--- config.mk ---
export PLATFORM = sky130hd
export DESIGN_NAME = multiplicador_sequencial_ctrl
export DESIGN_NICKNAME = d
export VERILOG_FILES = /design/src/rtl/multiplicador_sequencial_ctrl_pkg.sv /design/src/rtl/comparador8x8.sv /design/src/rtl/multiplicador_sequencial_ctrl.sv
export SDC_FILE = /design/constraint.sdc
export NUM_CORES = 1
export LEC_CHECK = 0
export CAP_MARGIN = 15
export CORE_UTILIZATION = 49
export CTS_BUF_LIST = sky130_fd_sc_hd__clkbuf_16
export DETAILED_ROUTE_END_ITERATION = 10
export PLACE_DENSITY_LB_ADDON = 0.12
export SETUP_SLACK_MARGIN = 0.05
export SLEW_MARGIN = 0
export SYNTH_ARGS = -nofsm -noshare
export SYNTH_HDL_FRONTEND = slang
export SYNTH_SLANG_ARGS = --single-unit
--- constraint.sdc ---
create_clock -name clk -period 1.9 [get_ports clk]
set_input_delay 0.38 -clock clk [delete_from_list [all_inputs] [get_ports clk]]
set_output_delay 0.38 -clock clk [all_outputs]
set_load 0.01 [all_outputs]
--- src/rtl/multiplicador_sequencial_ctrl_pkg.sv ---
// multiplicador_sequencial_ctrl_pkg: shared widths and FSM state encoding for the sequential multiplier
package multiplicador_sequencial_ctrl_pkg;
    localparam int OP_W   = 8;
    localparam int PROD_W = 16;
    typedef enum logic [1:0] {
        OCIOSO = 2'd0,
        SOMA   = 2'd1,
        FIM    = 2'd2
    } estado_t;
endpackage

--- src/rtl/comparador8x8.sv ---
// comparador8x8: 8-bit equality comparator
//   A, B  : operands
//   Igual : high when A == B
module comparador8x8 (
    input  logic [7:0] A,
    input  logic [7:0] B,
    output logic       Igual
);
    assign Igual = (A == B);
endmodule

--- src/rtl/multiplicador_sequencial_ctrl.sv ---
// multiplicador_sequencial_ctrl: 8x8 unsigned multiplier by repeated addition
//   clk, reset     : clock, synchronous active-high reset
//   inicio, A, B   : start request and operands (latched on acceptance in OCIOSO)
//   cancela        : abort, honoured only while accumulating
//   ocupado        : high while accumulating or finishing
//   pronto         : one-cycle done pulse
//   produto        : last completed product
//   overflow       : product does not fit 8 bits
module multiplicador_sequencial_ctrl
    import multiplicador_sequencial_ctrl_pkg::*;
(
    input  logic              clk,
    input  logic              reset,
    input  logic              inicio,
    input  logic              cancela,
    input  logic [OP_W-1:0]   A,
    input  logic [OP_W-1:0]   B,
    output logic              ocupado,
    output logic              pronto,
    output logic [PROD_W-1:0] produto,
    output logic              overflow
);
    estado_t             estado_q, estado_d;
    logic [OP_W-1:0]     a_q, a_d, b_q, b_d, cont_q, cont_d;
    logic [PROD_W-1:0]   acc_q, acc_d, produto_q, produto_d;
    logic                overflow_q, overflow_d, ocupado_q, ocupado_d, pronto_q, pronto_d;
    logic                igual;

    comparador8x8 u_cmp (
        .A     (cont_q),
        .B     (b_q),
        .Igual (igual)
    );

    always_comb begin
        estado_d   = OCIOSO;
        a_d        = a_q;
        b_d        = b_q;
        acc_d      = acc_q;
        cont_d     = cont_q;
        produto_d  = produto_q;
        overflow_d = overflow_q;
        case (estado_q)
            OCIOSO: if (inicio) begin
                a_d      = A;
                b_d      = B;
                acc_d    = '0;
                cont_d   = '0;
                estado_d = SOMA;
            end
            SOMA: if (cancela) begin
                estado_d = OCIOSO;
            end else if (igual) begin
                produto_d  = acc_q;
                overflow_d = |acc_q[PROD_W-1:OP_W];
                estado_d   = FIM;
            end else begin
                acc_d    = acc_q + {{(PROD_W-OP_W){1'b0}}, a_q};
                cont_d   = cont_q + 8'd1;
                estado_d = SOMA;
            end
            default: estado_d = OCIOSO;
        endcase
        // outputs are registered decodes of the next state so they line up with the state flop
        ocupado_d = (estado_d == SOMA) || (estado_d == FIM);
        pronto_d  = (estado_d == FIM);
    end

    always_ff @(posedge clk) begin
        if (reset) begin
            estado_q   <= OCIOSO;
            a_q        <= '0;
            b_q        <= '0;
            acc_q      <= '0;
            cont_q     <= '0;
            produto_q  <= '0;
            overflow_q <= 1'b0;
            ocupado_q  <= 1'b0;
            pronto_q   <= 1'b0;
        end else begin
            estado_q   <= estado_d;
            a_q        <= a_d;
            b_q        <= b_d;
            acc_q      <= acc_d;
            cont_q     <= cont_d;
            produto_q  <= produto_d;
            overflow_q <= overflow_d;
            ocupado_q  <= ocupado_d;
            pronto_q   <= pronto_d;
        end
    end

    assign ocupado  = ocupado_q;
    assign pronto   = pronto_q;
    assign produto  = produto_q;
    assign overflow = overflow_q;
endmodule

==> reports/qor.yml, run 1 <==
outcome: "finished with violations"
failed_checks: "negative setup slack"
cpLargestDelayFamily: "simple AND/OR/NAND/NOR gates"
start_util_pct: 52.2
p_leak_nw: 1.66
clkPwrFrac_pct: 49.7
cp_max_fo: 6
drc: 0
synth-seq-cells: 61
crit_required_ps: 2170
via_per_inst: 5.67
drt_iter0_markers: 136
grt_start_max_net_pins: 29
grt_overflow: 0
synth_fp_nets: 372
clkLatencyLatePin_ps: 330
worstSetupPathType: "reg2reg"
row_count: 27
antenna_found_initial: 0
syn2layout_area_growth_pct: 37.4
clkTransAtPathRegs_ps: 50
path_buf_inv: 1
cts_sinks: 61
netlist_instances: 341
finalCritPeriodShare_pct: 104
hold_violations: 0
period_minus_slack_ps: 1970
filler_cell_count: 442
internal-power_mw: 2.61
yosysSeqAreaShare_pct: 41.2
cp_slowest_cell: "or4_1"
slew_headroom_pct: 66.3
clock_path_buffers: 2
clock.fmax_mhz: 508
io_pins: 39
synth.distinct_cells: 49
max_stage_delay_ps: 400
die_w_um: 79.8
setup_viol: 4
die_y_um: 79.8
die_area_um2: 6360
p_switching_uw: 811
drtPass1Iterations: 4
start_kind: "register"
grt_pass1_wl_um: 11900
p_comb_share_pct: 11.2
holdBufCountCts: 0
drt-total-wl_um: 7390
cts_max_level: 3
async_flop_share_pct: 0
finalMaxSlewViolations: 0
crit_chain: "ha_4 > inv_2 > fa_2 > nor2b_2 > o31a_1 > o211ai_4 > or4_1 > a21oi_1"
syn_avg_cell_area_um2: 8.69
end_kind: "register"
wl_per_cell_um: 15.3
ir_drop_mv: 0.525
io_buffers: 38
cts_root_buf: "clkbuf_16"
synth-edff-count: 0
diodes: 0
yosys_warnings: 0
worstMarginPinSlew_ps: 505
r2r_setup_slack_ps: -70
drive_above_1_share_pct: 19.5
final_nets: 437
max_cap_viol_count: 0
seqPwrFrac_pct: 39.1
worst_slack_ps: -68.8
totalPowerFinal_mw: 3.42
hp-class: "reg2reg"
first_global_vias: 2540
cts_made_buffers: 9
ant_nets: 0
netlist_area_um2: 2960
core_um2: 5680
post-dp-hpwl_um: 4870
p_sw_share_pct: 23.7
track_usage_pct: 24.3
via_count: 2738
cts_tree: "yes"
ys_dominant_reg_cell: "dfxtp_1"
pwr_density_cell_nw_per_um2: 841
worstPathArrival_ps: 2230
grt_setup_unrepaired: "yes"
final_core_util_pct: 71.7
fin_skew_ps: 6.40
globalplace.congestion: 0.906
## per-layer routing
metal	vias to the layer above	routed length, µm	GRT usage (%)	share of wire, %
met5	-	0	0	0
met4	0	151	11.4	2.0
met3	13	318	5.37	4.3
met2	76	3590	37.8	49
met1	1291	3330	31.9	45
li1	1358	-	-	-
## kinds of logic after synthesis
family                   Yosys count  share of synthesized area, %
multiplexers                      24                          8.11
buffers and inverters             28                          4.31
adder cells (fa/ha/maj)           11                          4.90
flip-flops                        61                          41.2
XOR/XNOR                           9                          2.66
AO/OA/AOI/OAI                     74                          16.8
AND/OR/NAND/NOR                  134                          22.0
## sequential cells by signal, summed over array words and instances (netlist names)
| name | count |
|---|---|
| b_q | 8 |
| pronto | 1 |
| estado_q | 2 |
| ocupado | 1 |
| overflow | 1 |
| a_q | 8 |
| produto | 16 |
| acc_q | 16 |
| cont_q | 8 |
## power by group through the flow
stage          combinational [mW]  sequential (mW)  clock (mW)
3_3_place_gp                0.346             1.36           0
6_report                    0.383             1.34        1.70
4_1_cts                     0.360             1.34        1.70
3_5_place_dp                0.351             1.36           0
2_1_floorplan               0.212             1.36           0
5_1_grt                     0.418             1.34        1.77
## tightest hold or removal path: stages, from the launching register on
cell and delay, ps:
dfxtp_1 310, nand2_1 50, a21oi_1 50
## cell usage in the layout (no fill, tap or decap), types with 3 or more instances in the layout
master	n
a21oi_1	32
and3_1	3
buf_4	30
clkbuf_16	9
clkdlybuf4s50_1	37
clkinv_2	3
dfxtp_1	55
dfxtp_2	6
ha_1	8
inv_1	11
mux2i_1	24
nand2_1	50
nand2b_1	3
nand3_1	15
nand4_1	6
nor2_1	24
o2111ai_1	4
o211ai_1	3
o21ai_0	4
o21ai_1	3
o31ai_1	5
or3_1	13
xnor2_1	7
## metrics by stage
stage	instance area [µm²]	TNS, ps	worst slack [ps]	std cells	hold slack (ps)
final	4070	-199	-68.8	483	464
after global routing	4070	-601	-171	483	486
after CTS	3960	-79.7	-53.0	483	467
after detailed placement	3600	-1960	-287	465	454
after global placement	3600	-1610	-240	465	451
after floorplan	2970	-2.98	-2.98	341	441
## cell usage after synthesis, drive strengths merged (3+ instances only)
cell type	n	area, µm²
nor4	3	18.8
xnor2	9	78.8
o2111ai	5	43.8
ha	10	125
nand2b	3	18.8
nand4	6	37.5
nand3	15	75.1
nor2	26	100
mux2i	24	240
a21oi	33	165
clkbuf	11	41.3
nor3	3	20.0
o211ai	4	43.8
and3	3	18.8
o21ai	9	60.1
o31ai	5	37.5
dfxtp	61	1220
and4	3	26.3
nand2	50	188
inv	11	41.3
a221oi	3	26.3
buf	6	45.0
or3	13	81.3
## final cells by class
class / instances / area, µm² / area share (%)
clock buffer: 9 / 225 / 5.53
multi-input combinational: 252 / 1760 / 43.1
tap: 72 / 90.1 / 2.21
timing repair buffer: 71 / 647 / 15.9
inverter: 11 / 41.3 / 1.01
clock inverter: 7 / 82.6 / 2.03
sequential: 61 / 1230 / 30.2
## repair_timing
| action | CTS | global route |
|---|---|---|
| endpoints found under the setup margin | 7 | 16 |
| resized for setup | 7 | 22 |
| pin swaps | 3 | 8 |
| buffers inserted | 2 | 0 |
## worst paths after layout
check | start | endpoint | cells after the start
worst min register to register | b_q[0] | b_q[0] | 2
worst max register to register | acc_q[0] | acc_q[10] | 8
worst max-delay path | acc_q[0] | acc_q[10] | 8
worst min-delay path | b_q[0] | b_q[0] | 2
(Power assumes the default switching activity.)
==> inputs of run 2 (changes only) <==
--- a/config.mk
+++ b/config.mk
@@ -11,7 +11,7 @@
 export DETAILED_ROUTE_END_ITERATION = 10
 export PLACE_DENSITY_LB_ADDON = 0.12
 export SETUP_SLACK_MARGIN = 0.05
-export SLEW_MARGIN = 0
+export SLEW_MARGIN = 15
 export SYNTH_ARGS = -nofsm -noshare
 export SYNTH_HDL_FRONTEND = slang
 export SYNTH_SLANG_ARGS = --single-unit
==> results of run 2 <==
No change in the layout: final DEF, timing and power equal those of run 1.
